===== config.mk =====
export PLATFORM = sky130hd
export DESIGN_NAME = alu_pipe_unit
export DESIGN_NICKNAME = d
export VERILOG_FILES = /design/src/rtl/alu_pipe_unit_pkg.sv /design/src/rtl/alu_result_fifo.sv /design/src/rtl/alu_pipe_unit.sv
export SDC_FILE = /design/constraint.sdc
export NUM_CORES = 1
export LEC_CHECK = 0
export ABC_CLOCK_PERIOD_IN_PS = 6750
export CAP_MARGIN = 20
export CORE_MARGIN = 1
export CORE_UTILIZATION = 61
export DETAILED_ROUTE_END_ITERATION = 8
export HOLD_SLACK_MARGIN = 0.12
export PLACE_DENSITY = 0.8
export SYNTH_ARGS = -nofsm -noshare
export SYNTH_HDL_FRONTEND = slang
export SYNTH_SLANG_ARGS = --single-unit

===== constraint.sdc =====
create_clock -name clk -period 6.75 [get_ports clk]
set_input_delay 1.35 -clock clk [delete_from_list [all_inputs] [get_ports clk]]
set_output_delay 1.35 -clock clk [all_outputs]
set_load 0.01 [all_outputs]

===== src/rtl/alu_pipe_unit_pkg.sv =====
// Shared types for the ALU pipe unit.
//   alu_op_t          : top-level operation select (add/logic, slt, shift, rotate)
//   alu_logic_op_t    : sub-select for the add/logic path
//   alu_pipe_inputs_t : one issued request (operands, controls, tag), sized for
//                       the widest legal configuration; narrower units zero-pad.
package cva5_types;

    localparam int MAX_DATA_WIDTH = 64;
    localparam int MAX_ID_WIDTH   = 16;

    typedef enum logic [1:0] {
        ALU_OP_ADD_LOGIC = 2'b00,
        ALU_OP_SLT       = 2'b01,
        ALU_OP_SHIFT     = 2'b10,
        ALU_OP_ROTATE    = 2'b11
    } alu_op_t;

    typedef enum logic [1:0] {
        ALU_LOGIC_ADD = 2'b00,
        ALU_LOGIC_XOR = 2'b01,
        ALU_LOGIC_OR  = 2'b10,
        ALU_LOGIC_AND = 2'b11
    } alu_logic_op_t;

    typedef struct packed {
        logic [MAX_DATA_WIDTH:0]   in1;
        logic [MAX_DATA_WIDTH:0]   in2;
        logic                      subtract;
        logic                      arith;
        logic                      lshift;
        alu_logic_op_t             logic_op;
        alu_op_t                   op;
        logic [MAX_ID_WIDTH-1:0]   id;
    } alu_pipe_inputs_t;

endpackage


===== src/rtl/alu_result_fifo.sv =====
// Result buffer for the ALU pipe unit: a circular FIFO.
//   clk, rst (async, active-low)
//   push/data_in : write an entry (ignored when full)
//   pop          : drop the head entry (ignored when empty)
//   flush        : synchronously empty the buffer; same-cycle push/pop ignored
//   data_out     : head entry, stable until popped
//   full, valid  : count == DEPTH, count != 0
// DEPTH must be a power of two so the pointers wrap by natural overflow.
module alu_result_fifo #(
    parameter int WIDTH = 35,
    parameter int DEPTH = 4
) (
    input  logic             clk,
    input  logic             rst,
    input  logic             push,
    input  logic             pop,
    input  logic             flush,
    input  logic [WIDTH-1:0] data_in,
    output logic [WIDTH-1:0] data_out,
    output logic             full,
    output logic             valid
);
    localparam int PTR_WIDTH = (DEPTH > 1) ? $clog2(DEPTH) : 1;
    localparam int CNT_WIDTH = $clog2(DEPTH + 1);

    logic [PTR_WIDTH-1:0] wr_ptr_r;
    logic [PTR_WIDTH-1:0] rd_ptr_r;
    logic [CNT_WIDTH-1:0] count_r;
    logic [WIDTH-1:0]     mem_r [DEPTH];
    logic                 push_s;
    logic                 pop_s;

    assign full     = (count_r == CNT_WIDTH'(DEPTH));
    assign valid    = (count_r != '0);
    assign push_s   = push & ~full & ~flush;
    assign pop_s    = pop & valid & ~flush;
    assign data_out = mem_r[rd_ptr_r];

    // Pointer and occupancy tracking; flush returns everything to the empty state.
    always_ff @(posedge clk or negedge rst) begin
        if (!rst) begin
            wr_ptr_r <= '0;
            rd_ptr_r <= '0;
            count_r  <= '0;
        end else if (flush) begin
            wr_ptr_r <= '0;
            rd_ptr_r <= '0;
            count_r  <= '0;
        end else begin
            if (push_s) begin
                wr_ptr_r <= wr_ptr_r + PTR_WIDTH'(1);
            end else begin
                wr_ptr_r <= wr_ptr_r;
            end
            if (pop_s) begin
                rd_ptr_r <= rd_ptr_r + PTR_WIDTH'(1);
            end else begin
                rd_ptr_r <= rd_ptr_r;
            end
            case ({push_s, pop_s})
                2'b10:   count_r <= count_r + CNT_WIDTH'(1);
                2'b01:   count_r <= count_r - CNT_WIDTH'(1);
                default: count_r <= count_r;
            endcase
        end
    end

    // Entry storage; cleared on reset so the head reads zero while empty after reset.
    always_ff @(posedge clk or negedge rst) begin
        if (!rst) begin
            for (int i = 0; i < DEPTH; i++) begin
                mem_r[i] <= '0;
            end
        end else if (push_s) begin
            mem_r[wr_ptr_r] <= data_in;
        end else begin
            mem_r[wr_ptr_r] <= mem_r[wr_ptr_r];
        end
    end

endmodule


===== src/rtl/alu_pipe_unit.sv =====
// Single-stage ALU with a buffered, in-order writeback.
//   clk, rst (async, active-low)
//   issue_valid/issue_ready : request handshake; ready = buffer not full
//   in1, in2 (W+1 bits)     : operands, bit W is the sign pad used by SLT/SRA
//   subtract, arith, lshift, logic_op, op, id : operation controls and tag
//   flush                   : drop all buffered results, ignore same-cycle issue
//   wb_valid, wb_rd, wb_id  : head of the result buffer
//   wb_accepted             : consumer pops the head this cycle
module alu_pipe_unit
    import cva5_types::*;
#(
    parameter int DATA_WIDTH = 32,
    parameter int FIFO_DEPTH = 4,
    parameter int ID_WIDTH   = 3
) (
    input  logic                  clk,
    input  logic                  rst,
    input  logic                  issue_valid,
    output logic                  issue_ready,
    input  logic [DATA_WIDTH:0]   in1,
    input  logic [DATA_WIDTH:0]   in2,
    input  logic                  subtract,
    input  logic                  arith,
    input  logic                  lshift,
    input  logic [1:0]            logic_op,
    input  logic [1:0]            op,
    input  logic [ID_WIDTH-1:0]   id,
    input  logic                  flush,
    output logic                  wb_valid,
    output logic [DATA_WIDTH-1:0] wb_rd,
    output logic [ID_WIDTH-1:0]   wb_id,
    input  logic                  wb_accepted
);
    localparam int SHAMT_WIDTH = $clog2(DATA_WIDTH);
    localparam int ENTRY_WIDTH = DATA_WIDTH + ID_WIDTH;

    alu_pipe_inputs_t          req_s;
    logic [DATA_WIDTH:0]       a_s;
    logic [DATA_WIDTH:0]       b_s;
    logic [SHAMT_WIDTH-1:0]    shamt_s;
    logic [DATA_WIDTH-1:0]     addsub_s;
    logic [DATA_WIDTH:0]       slt_diff_s;
    logic                      shift_fill_s;
    logic [DATA_WIDTH:0]       shr_s;
    logic [2*DATA_WIDTH-1:0]   rot_l_s;
    logic [2*DATA_WIDTH-1:0]   rot_r_s;
    logic [DATA_WIDTH-1:0]     result_s;
    logic                      full_s;
    logic                      push_s;
    logic                      pop_s;
    logic [ENTRY_WIDTH-1:0]    head_s;
    logic                      unused_s;

    // Bundle the request into the shared struct; unused high bits stay zero.
    always_comb begin
        req_s                     = '0;
        req_s.in1[DATA_WIDTH:0]   = in1;
        req_s.in2[DATA_WIDTH:0]   = in2;
        req_s.subtract            = subtract;
        req_s.arith               = arith;
        req_s.lshift              = lshift;
        req_s.logic_op            = alu_logic_op_t'(logic_op);
        req_s.op                  = alu_op_t'(op);
        req_s.id[ID_WIDTH-1:0]    = id;
    end

    assign a_s     = req_s.in1[DATA_WIDTH:0];
    assign b_s     = req_s.in2[DATA_WIDTH:0];
    assign shamt_s = b_s[SHAMT_WIDTH-1:0];

    assign addsub_s = req_s.subtract ? (a_s[DATA_WIDTH-1:0] - b_s[DATA_WIDTH-1:0])
                                     : (a_s[DATA_WIDTH-1:0] + b_s[DATA_WIDTH-1:0]);

    // SLT always subtracts across the sign pad; the pad bit of the difference is the answer.
    assign slt_diff_s = a_s - b_s;

    // Right shift: put the fill bit on top and shift arithmetically so it replicates.
    assign shift_fill_s = req_s.arith & a_s[DATA_WIDTH];
    assign shr_s        = $signed({shift_fill_s, a_s[DATA_WIDTH-1:0]}) >>> shamt_s;

    // Rotates via a doubled word: left takes the upper half, right the lower half.
    assign rot_l_s = {a_s[DATA_WIDTH-1:0], a_s[DATA_WIDTH-1:0]} << shamt_s;
    assign rot_r_s = {a_s[DATA_WIDTH-1:0], a_s[DATA_WIDTH-1:0]} >> shamt_s;

    // Result select.
    always_comb begin
        result_s = '0;
        case (req_s.op)
            ALU_OP_ADD_LOGIC: begin
                case (req_s.logic_op)
                    ALU_LOGIC_ADD: result_s = addsub_s;
                    ALU_LOGIC_XOR: result_s = a_s[DATA_WIDTH-1:0] ^ b_s[DATA_WIDTH-1:0];
                    ALU_LOGIC_OR:  result_s = a_s[DATA_WIDTH-1:0] | b_s[DATA_WIDTH-1:0];
                    ALU_LOGIC_AND: result_s = a_s[DATA_WIDTH-1:0] & b_s[DATA_WIDTH-1:0];
                    default:       result_s = addsub_s;
                endcase
            end
            ALU_OP_SLT: begin
                result_s = {{(DATA_WIDTH-1){1'b0}}, slt_diff_s[DATA_WIDTH]};
            end
            ALU_OP_SHIFT: begin
                if (req_s.lshift) begin
                    result_s = a_s[DATA_WIDTH-1:0] << shamt_s;
                end else begin
                    result_s = shr_s[DATA_WIDTH-1:0];
                end
            end
            ALU_OP_ROTATE: begin
                if (req_s.lshift) begin
                    result_s = rot_l_s[2*DATA_WIDTH-1:DATA_WIDTH];
                end else begin
                    result_s = rot_r_s[DATA_WIDTH-1:0];
                end
            end
            default: result_s = addsub_s;
        endcase
    end

    // Bits that are produced as a by-product of the datapath but never selected.
    assign unused_s = ^{req_s, shr_s[DATA_WIDTH], rot_l_s[DATA_WIDTH-1:0],
                        rot_r_s[2*DATA_WIDTH-1:DATA_WIDTH], slt_diff_s[DATA_WIDTH-1:0]};

    assign issue_ready = ~full_s;
    assign push_s      = issue_valid & issue_ready & ~flush;
    assign pop_s       = wb_accepted & wb_valid & ~flush;

    alu_result_fifo #(
        .WIDTH (ENTRY_WIDTH),
        .DEPTH (FIFO_DEPTH)
    ) u_result_fifo (
        .clk      (clk),
        .rst      (rst),
        .push     (push_s),
        .pop      (pop_s),
        .flush    (flush),
        .data_in  ({id, result_s}),
        .data_out (head_s),
        .full     (full_s),
        .valid    (wb_valid)
    );

    assign {wb_id, wb_rd} = head_s;

endmodule


==> flow_summary.toml <==
[outcome]
outcome = "finished with violations"
failed_checks = "DRC"

[hold_path]
min_from = "u_result_fifo.mem_r[37]$_DFFE_PN0P_"
min_to = "u_result_fifo.mem_r[37]$_DFFE_PN0P_"
min_path_type = "flip-flop to flip-flop"
min_path_cells = 2

[place]
io_buffers = 117
dp.cells = 2535
hpwl_um = 57800
gp_congestion = 1.11
dp_slack_ns = 0.591

[pwr]
total_leakage_power_nw = 8.40
p_switching_mw = 2.60
intPower_mw = 3.46
combPwrFrac = 0.572
clockPowerShare = 0.155
peakVddDrop_uv = 277
p_per_area_nw_per_um2 = 286
seqPwrFrac = 0.273
p_total_mw = 6.06
switching_share = 0.429

[cts]
tritoncts = "yes"
htree_levels = 4
numCtsBuffers = 17
cts_root_buf = "clkbuf_16"
clockBufferDepth = 2
cts_setup_buffers = 0
hold_buffers = 0
cts_sinks = 147
post_cts_resized = 0
clk_pin_slew_ns = 0.07
clk_latency_ns = 0.43

[global_route]
grt_max_degree = 106
grt_pass1_wl_um = 119000
overflow = 0
grt_pass1_vias = 18927
grt.total_usage = 0.485
antenna_found_initial = 1

[timing]
slew_violations = 0
rsz0062_at_grt = "no"
finalWorstSetupSlack_ns = 0.835
setup_viol_count_final = 0
fmax_mhz = 169
tightest_slew_ns = 1.28
slew_headroom = 0.146
post-route-period-util = 0.876
tns_ns = 0
fin_crit_ns = 5.92
hold_violations = 0
skew_ns = 0.0123

[yosys]
ys.flop_type = "dfrtp_1"
ys_seq_elements = 147
async_flop_share = 1.00
netlist_instances = 2166
yosys-top-cells-count = "nor2_1 (208), nand2_1 (169), a21oi_1 (163), mux4_2 (163), dfrtp_1 (147)"
syn_area_per_cell_um2 = 9.00
synth_top_cell_area_share = 0.189
synth-xor-area-share = 0.0220
ys_seq_area_frac = 0.189
synth-simple-area-share = 0.136
synth_area_leaders = "dfrtp_1 (19%), mux4_2 (19%), ha_1 (8.5%), mux2i_1 (5.8%), mux2_2 (5.0%)"
synthAdderAreaFrac = 0.0868
synth_compound_area_frac = 0.201
synth_top_family_by_area = "multiplexers"
yosysTopAreaCell = "dfrtp_1"
synth-edff-count = 0
synthMuxAreaShare = 0.301
synth_cell_types = 85
syn_nets = 2381
yosys_warnings = 0
synthMostInstantiatedCell = "nor2_1"
synth_area_um2 = 19500

[critical_path]
reg2reg_to = "u_result_fifo.mem_r[48]$_DFFE_PN0P_"
cp_max_fo = 8
arrival_ns = 6.26
critPathCaptureType = "flip-flop"
r2r_setup_slack_ns = 3.46
reg2reg_depth = 6
worst-setup-path-type = "primary input to flip-flop"
r2r_start = "u_result_fifo.count_r[0]$_DFFE_PN0P_"
critPathLaunch = "in2[10]"
startpoint_type = "primary input"
cp.required_ns = 7.10

[floorplanning]
num_rows = 65
fp.dieW_um = 181
initial_utilization = 0.619
die_height_um = 181
ios = 118
core-area_um2 = 31500
fp.dieArea_um2 = 32700

[detailed_routing]
first_pass_iters = 9
route.detailed.drc = 1
drt_wl_total_um = 79200
avgViaCountPerCell = 7.72
antenna_left = 0
post_drt_wl_per_cell_um = 30.9
drtIter0Drc = 3361
vias = 19801

[cells_and_area]
drive_gt1_frac = 0.175
layout.cells.non_filler = 2566
nets = 2367
synthToLayoutAreaGrowth_pct = 8.83
antennaDiodeCount = 0
post-route-util = 0.674

[job]
cap_violations = 0
==> registers in the layout, indices dropped and copies added, names as in the netlist <==
register and count:
u_result_fifo.mem_r 140, u_result_fifo.count_r 3, u_result_fifo.rd_ptr_r 2, u_result_fifo.wr_ptr_r 2
==> per-layer routing <==
layer  up-vias  global-route usage  part of all wire
li1       8179                   -                 -
met1      9555               0.640              0.36
met2      1715               0.725              0.44
met3       352               0.123              0.13
met4         0               0.281             0.068
met5         -                   0                 0
==> worst max-delay path by stage <==
stage | end | cells past startpoint | slack [ns]
4_1_cts | u_result_fifo.mem_r[66]$_DFFE_PN0P_ | 16 | 1.02
3_3_place_gp | u_result_fifo.mem_r[136]$_DFFE_PN0P_ | 17 | 0.66
2_1_floorplan | u_result_fifo.mem_r[101]$_DFFE_PN0P_ | 22 | 0.97
3_5_place_dp | u_result_fifo.mem_r[66]$_DFFE_PN0P_ | 16 | 0.59
5_1_grt | u_result_fifo.mem_r[101]$_DFFE_PN0P_ | 17 | 0.67
6_report | u_result_fifo.mem_r[66]$_DFFE_PN0P_ | 17 | 0.83
==> cell families after synthesis <==
| logic type | after synthesis |
|---|---|
| compound gates | 583 |
| simple gates | 583 |
| mux | 368 |
| buf+inv | 302 |
| flops | 147 |
| fa+ha+maj | 134 |
| xor+xnor | 49 |
==> area by class of cell <==
type	instances	area, µm²
Multi-Input combinational cell	1717	14600
Fill cell	2479	10300
Sequential cell	147	3680
Timing Repair Buffer	163	1490
Tap cell	402	503
Clock buffer	19	453
Inverter	106	398
Clock inverter	12	121
==> critical path, stage by stage <==
cell and delay [ns]:
clkdlybuf4s50_1 0.50, or4_1 0.65, nor3_1 0.25, nand3_1 0.11
nor2_1 0.34, and3_1 0.30, a31oi_1 0.12, xnor2_1 0.17
ha_1 0.40, a211oi_1 0.50, o211ai_1 0.20, a31o_2 0.28
a221o_1 0.30, or3_1 0.34, a31oi_1 0.17, nor2b_1 0.10
a21oi_1 0.16
==> cells in the final DEF, fill, tap and decap left out, types with 48 or more instances in the layout <==
cell / n
inv_1: 104
mux4_2: 163
a21oi_1: 163
nor2_1: 207
mux2i_1: 113
ha_1: 128
clkdlybuf4s50_1: 109
dfrtp_1: 143
nand2_1: 169
o21ai_0: 86
mux2_2: 86
buf_4: 48
==> power by group through the flow <==
stage,Clock [mW],Combinational (mW),Sequential [mW]
2_1_floorplan,0,2.28,1.50
3_3_place_gp,0,3.26,1.58
3_5_place_dp,0,3.35,1.64
4_1_cts,0.935,3.38,1.64
5_1_grt,0.968,3.64,1.70
6_report,0.938,3.47,1.66
==> through the flow <==
stage                     hold WS [ns]  cell area, µm²
after floorplan                  0.461           19500
after global placement           0.476           20600
after detailed placement         0.490           20600
after CTS                        0.503           21200
after global routing             0.536           21200
final                            0.502           21200
Power figures use the tool's default switching activity.
